File: src/rtl/memory_access_stage.sv
// MEM pipeline stage: aligns loads/stores, runs the data-memory request/ready
// handshake with a timeout, stalls upstream while busy and registers MEM/WB results.
module memory_access_stage #(
  parameter int unsigned TIMEOUT_CYCLES = 255,
  parameter int unsigned COUNT_WIDTH    = 8
) (
  input  logic        clock,
  input  logic        reset,
  input  logic [31:0] pcAdder,
  input  logic [31:0] alu,
  input  logic [31:0] readData2,
  input  logic [2:0]  func3,
  input  logic        memoryReadEnable,
  input  logic        memoryWriteEnable,
  input  logic        writeBackFromMemoryOrAlu,
  input  logic        registerWriteEnable,
  input  logic [4:0]  rd,
  output logic        dmemRequest,
  output logic        dmemWrite,
  output logic [31:0] dmemAddress,
  output logic [31:0] dmemWriteData,
  output logic [3:0]  dmemByteEnable,
  input  logic [31:0] dmemReadData,
  input  logic        dmemReady,
  output logic        stall,
  output logic [31:0] writeBackDataOut,
  output logic [4:0]  rdOut,
  output logic        registerWriteEnableOut,
  output logic        faultOut
);

  typedef enum logic {S_IDLE = 1'b0, S_BUSY = 1'b1} state_t;

  localparam logic [COUNT_WIDTH-1:0] W_LAST = COUNT_WIDTH'(TIMEOUT_CYCLES - 1);

  state_t                 r_state, w_next_state;
  logic [COUNT_WIDTH-1:0] r_count;
  logic [31:0]            r_addr, r_wdata;
  logic [3:0]             r_be;
  logic [2:0]             r_func3;
  logic [4:0]             r_rd;
  logic                   r_write, r_wb_sel, r_reg_we;

  logic        w_access, w_illegal, w_misaligned, w_start, w_timeout;
  logic [3:0]  w_be;
  logic [31:0] w_wdata, w_load;
  logic [15:0] w_lane;
  logic        w_unused_pc;

  // PC+4 selection happens upstream of this stage; the input is kept for port compatibility.
  assign w_unused_pc = ^pcAdder;

  // NOTE: every always_comb output gets a default first, so no path can infer a latch.
  always_comb begin
    w_access     = memoryReadEnable | memoryWriteEnable;
    w_illegal    = 1'b0;
    if (memoryReadEnable && memoryWriteEnable)
      w_illegal = 1'b1;
    else if (memoryWriteEnable)
      w_illegal = func3[2] | (func3[1:0] == 2'b11);
    else if (memoryReadEnable)
      w_illegal = (func3[1:0] == 2'b11) | (func3 == 3'b110);
    w_misaligned = ((func3[1:0] == 2'b01) && alu[0]) ||
                   ((func3[1:0] == 2'b10) && (alu[1:0] != 2'b00));
  end

  always_comb begin
    w_be    = 4'hF;
    w_wdata = readData2;
    case (func3[1:0])
      2'b00: begin
        w_be    = 4'b0001 << alu[1:0];
        w_wdata = {4{readData2[7:0]}};
      end
      2'b01: begin
        w_be    = 4'b0011 << {alu[1], 1'b0};
        w_wdata = {2{readData2[15:0]}};
      end
      default: ;
    endcase
  end

  // Accesses are aligned, so one shift by the byte offset serves both byte and half lanes.
  assign w_lane = 16'(dmemReadData >> {r_addr[1:0], 3'b000});

  always_comb begin
    case (r_func3)
      3'b000:  w_load = {{24{w_lane[7]}}, w_lane[7:0]};
      3'b100:  w_load = {24'd0, w_lane[7:0]};
      3'b001:  w_load = {{16{w_lane[15]}}, w_lane};
      3'b101:  w_load = {16'd0, w_lane};
      default: w_load = dmemReadData;
    endcase
  end

  always_comb begin
    w_next_state = r_state;
    w_start      = 1'b0;
    w_timeout    = 1'b0;
    stall        = 1'b0;
    dmemRequest  = 1'b0;
    case (r_state)
      S_IDLE: begin
        if (reset && w_access && !w_illegal && !w_misaligned) begin
          w_start      = 1'b1;
          stall        = 1'b1;
          w_next_state = S_BUSY;
        end
      end
      S_BUSY: begin
        dmemRequest = 1'b1;
        if (dmemReady) begin
          w_next_state = S_IDLE;
        end else if (r_count == W_LAST) begin
          w_timeout    = 1'b1;
          w_next_state = S_IDLE;
        end else begin
          stall = 1'b1;
        end
      end
      default: w_next_state = S_IDLE;
    endcase
  end

  // NOTE: sequential state uses non-blocking assignments so all registers update together.
  always_ff @(posedge clock or negedge reset) begin
    if (!reset) begin
      r_state <= S_IDLE;
      r_count <= '0;
    end else begin
      r_state <= w_next_state;
      if (r_state == S_BUSY && w_next_state == S_BUSY)
        r_count <= r_count + COUNT_WIDTH'(1);
      else
        r_count <= '0;
    end
  end

  always_ff @(posedge clock or negedge reset) begin
    if (!reset) begin
      r_addr   <= '0;
      r_wdata  <= '0;
      r_be     <= '0;
      r_func3  <= '0;
      r_rd     <= '0;
      r_write  <= 1'b0;
      r_wb_sel <= 1'b0;
      r_reg_we <= 1'b0;
    end else if (w_start) begin
      r_addr   <= alu;
      r_wdata  <= w_wdata;
      r_be     <= w_be;
      r_func3  <= func3;
      r_rd     <= rd;
      r_write  <= memoryWriteEnable;
      r_wb_sel <= writeBackFromMemoryOrAlu;
      r_reg_we <= registerWriteEnable & ~memoryWriteEnable;
    end
  end

  assign dmemWrite      = r_write;
  assign dmemAddress    = {r_addr[31:2], 2'b00};
  assign dmemWriteData  = r_wdata;
  assign dmemByteEnable = r_be;

  // MEM/WB: write enable defaults to a bubble; data and rd hold unless a result lands.
  always_ff @(posedge clock or negedge reset) begin
    if (!reset) begin
      writeBackDataOut       <= '0;
      rdOut                  <= '0;
      registerWriteEnableOut <= 1'b0;
      faultOut               <= 1'b0;
    end else begin
      registerWriteEnableOut <= 1'b0;
      faultOut               <= 1'b0;
      if (r_state == S_IDLE) begin
        if (!w_access) begin
          writeBackDataOut       <= alu;
          rdOut                  <= rd;
          registerWriteEnableOut <= registerWriteEnable;
        end else if (!w_start) begin
          faultOut <= 1'b1;
        end
      end else if (dmemReady) begin
        writeBackDataOut       <= r_wb_sel ? w_load : r_addr;
        rdOut                  <= r_rd;
        registerWriteEnableOut <= r_reg_we;
      end else if (w_timeout) begin
        faultOut <= 1'b1;
      end
    end
  end

endmodule

File: config.mk
export PLATFORM = sky130hd
export DESIGN_NAME = memory_access_stage
export DESIGN_NICKNAME = d
export VERILOG_FILES = /design/src/rtl/memory_access_stage.sv
export SDC_FILE = /design/constraint.sdc
export NUM_CORES = 1
export LEC_CHECK = 0
export CAP_MARGIN = 20
export CELL_PAD_IN_SITES_DETAIL_PLACEMENT = 0
export CELL_PAD_IN_SITES_GLOBAL_PLACEMENT = 1
export CORE_ASPECT_RATIO = 0.7
export CORE_MARGIN = 2
export CORE_UTILIZATION = 38
export DETAILED_ROUTE_END_ITERATION = 6
export GPL_ROUTABILITY_DRIVEN = 0
export PLACE_DENSITY = 0.95
export SKIP_LAST_GASP = 1
export SLEW_MARGIN = 10
export SYNTH_ARGS = -nofsm -noshare
export SYNTH_HDL_FRONTEND = slang
export SYNTH_SLANG_ARGS = --single-unit
export TNS_END_PERCENT = 50
File: constraint.sdc
create_clock -name clock -period 5.4 [get_ports clock]
set_input_delay 1.08 -clock clock [delete_from_list [all_inputs] [get_ports clock]]
set_output_delay 1.08 -clock clock [all_outputs]
set_load 0.05 [all_outputs]
==> flow_metrics.env <==
export IMPL_synth_top_area_cell="dfrtp_1"
export IMPL_grt_max_degree=66
export IMPL_die_w_um=171.0
export IMPL_cap_viol_max_count=0
export IMPL_area_delta_synth_final_pct=36.36
export IMPL_cellPowerDensity_mw_per_mm2=492.3
export IMPL_required_ps=4320
export IMPL_wl_um=23810
export IMPL_dp_hpwl_um=16510
export IMPL_status="complete, no violations"
export IMPL_cp_max_fo=21
export IMPL_grt_pass1_vias=6241
export IMPL_worstPathArrival_ps=2870
export IMPL_async_flop_share_pct=100.0
export IMPL_netlist_instances=689
export IMPL_synth_most_common_cell="dfrtp_1"
export IMPL_cts_hold_buf=0
export IMPL_die_height_um=120.9
export IMPL_reg2reg_from="r_state$_DFF_PN0_"
export IMPL_fill_cells=1718
export IMPL_synthDistinctLibCells=56
export IMPL_synth_area_leaders="dfrtp_1 (43%), mux2_4 (7.9%), mux2i_1 (5.1%), buf_4 (3.6%), o21ai_0 (3.6%)"
export IMPL_grt_pass1_wl_um=36270
export IMPL_final_hold_viol_count=0
export IMPL_r2r_cells=3
export IMPL_clock_path_buffers=2
export IMPL_maxSlewHeadroom_pct=31.97
export IMPL_r2r_end="dmemWriteData[15]$_DFFE_PN0P_"
export IMPL_cts_root_buffer="clkbuf_16"
export IMPL_antenna_found_initial=0
export IMPL_syn_cell_area_mm2=0.007422
export IMPL_std_cell_rows=42
export IMPL_tritoncts="yes"
export IMPL_crit_family="simple AND/OR/NAND/NOR gates"
export IMPL_cts_sinks=127
export IMPL_power_uw=4982
export IMPL_seq_area_frac_synth_pct=42.82
export IMPL_dieArea_mm2=0.02068
export IMPL_layout_drive_gt1_share_pct=17.34
export IMPL_ys_flop_type="dfrtp_1"
export IMPL_r2r_slack_ps=2640
export IMPL_tightestPinTransition_ps=1020
export IMPL_grt_use_total_pct=23.15
export IMPL_vias_per_cell=5.570
export IMPL_vias=6288
export IMPL_drcViolationCount=0
export IMPL_num_io_pins=253
export IMPL_yosysTopAreaCellShare_pct=42.82
export IMPL_min_to="rdOut[0]$_DFFE_PN0P_"
export IMPL_ys_warn_count=0
export IMPL_hold_depth=2
export IMPL_ys_ff_latch=127
export IMPL_cpMaxStageDelayCell="and4bb_4"
export IMPL_core_mm2=0.01902
export IMPL_min_period_ps=3951
export IMPL_io_buffers=218
export IMPL_irDropWorstVdd_mv=0.2302
export IMPL_crit_path_end_kind="primary output"
export IMPL_diodes=0
export IMPL_period_share_pct=73.16
export IMPL_slowest_delay_ps=520
export IMPL_insertion_delay_ps=420
export IMPL_cts_resized=0
export IMPL_numCtsBuffers=17
export IMPL_p_leak_uw=0.004036
export IMPL_setup_tns_ps=0
export IMPL_drtIter0Drc=529
export IMPL_min_path_type="reg2reg"
export IMPL_first_pass_iters=5
export IMPL_synthTopCellsByCount="dfrtp_1 (127), o21ai_0 (54), mux2_4 (39)"
export IMPL_path_class="in2out"
export IMPL_setup_violations=0
export IMPL_final_nets=998
export IMPL_cts_htree_levels=4
export IMPL_cts_clk_slew_worst_paths_ps=60
export IMPL_clock_skew_ps=8.010
export IMPL_avgRoutedWirePerCell_um=21.09
export IMPL_rsz0062_at_grt="no"
export IMPL_synth_enable_flop_cells=0
export IMPL_worst_path_buf_inv=3
export IMPL_grt_remaining_overflow=0
export IMPL_hp_start="rdOut[0]$_DFFE_PN0P_"
export IMPL_path_cells="clkdlybuf4s50_1, buf_4, nor2_2, and4bb_4, nand3_1, nand2_1, buf_12"
export IMPL_slew_violations=0
export IMPL_syn_area_per_cell_um2=10.77
export IMPL_clock_fmax_mhz=253.1
export IMPL_post_cts_buffers=0
export IMPL_drtAntennaViolNets=0
export IMPL_start_kind="input pin"
export IMPL_initial_utilization_pct=39.02
-- logic make-up (layout without fill, tap and decap cells) --
family / Yosys count / count (layout) / synth area share (%)
compound gates: 236 / 236 / 21.46
flops: 127 / 127 / 42.82
simple gates: 118 / 118 / 9.390
mux: 101 / 101 / 16.96
buf+inv: 98 / 273 / 8.277
xor+xnor: 6 / 6 / 0.7080
fa+ha+maj: 2 / 2 / 0.3371
other cells: 1 / 2 / 0.05052
-- through the flow --
stage                     setup WS [ps]  std cells  utilization (%)  instance area [um2]  hold slack, ps
after global placement             1464       1098            49.91                 9494           464.8
final                              1449       1129            53.20                10120           496.5
after CTS                          1452       1129            53.20                10120           489.8
after global routing               1267       1129            53.20                10120           508.8
after detailed placement           1462       1098            49.91                 9494           473.8
after floorplan                    2069        690                -                 7426           479.2
-- flip-flops by register name, summed over array words and instances, names as in the netlist --
register	cells
r_func3	3
r_count	8
r_reg_we	1
r_addr	32
dmemWriteData	32
rdOut	5
writeBackDataOut	32
faultOut	1
r_state	1
r_wb_sel	1
registerWriteEnableOut	1
dmemWrite	1
dmemByteEnable	4
r_rd	5
-- worst max-delay path by stage --
stage / start / endpoint / slack [ps] / cells after the start
after CTS: memoryReadEnable / stall / 1450 / 7
final: memoryReadEnable / stall / 1450 / 7
after detailed placement: alu[1] / stall / 1460 / 5
after floorplan: func3[0] / stall / 2070 / 6
after global placement: memoryReadEnable / stall / 1460 / 7
after global routing: alu[1] / stall / 1270 / 5
-- metal layers --
| layer | GRT usage [%] | part of all wire [%] | vias to the layer above |
|---|---|---|---|
| met5 | 0 | 0 | - |
| met4 | 8.633 | 2.6 | 0 |
| met3 | 7.371 | 9.0 | 37 |
| met2 | 34.12 | 43 | 284 |
| met1 | 31.77 | 45 | 3089 |
| li1 | - | - | 2878 |
-- worst register-to-register path, cell delays in order, from the launching register on --
cell      delay (ps)
dfrtp_2          670
and4bb_4         620
and3_4           910
mux2_2           450
-- placed cells by master, fill, tap and decap left out, drive strengths merged, types with 3 or more instances in the layout --
cell	netlist	final
a221oi	8	8
clkbuf	27	19
mux2i	39	39
or4b	16	16
a21oi	45	45
nand3	4	4
nand2b	4	4
clkinv	1	5
o21ai	67	67
and3	3	3
or3	7	7
clkdlybuf4s50	0	216
nor3b	5	5
xor2	5	5
nand3b	10	10
buf	65	20
o211ai	32	32
a31oi	23	23
nand2	37	37
o22ai	8	8
bufinv	0	4
nor2	23	23
dfrtp	127	127
a22o	16	16
o221ai	13	13
a21bo	16	16
mux2	61	61
inv	5	7
-- final cells by class --
type	count	area, um2	area share [%]
clock buffers	19	442.9	4.376
clock inverters	12	183.9	1.817
inverters	6	22.52	0.2225
multi-input cells	465	3633	35.90
flip-flops and latches	127	3179	31.41
well taps	264	330.3	3.264
repair buffers	236	2328	23.01
-- power breakdown --
| group | switching [uW] | total (uW) | internal [uW] |
|---|---|---|---|
| Combinational | 1420 | 2300 | 881 |
| Clock | 458 | 1240 | 787 |
| Sequential | 226 | 1440 | 1210 |
Power figures use the tool's default switching activity.
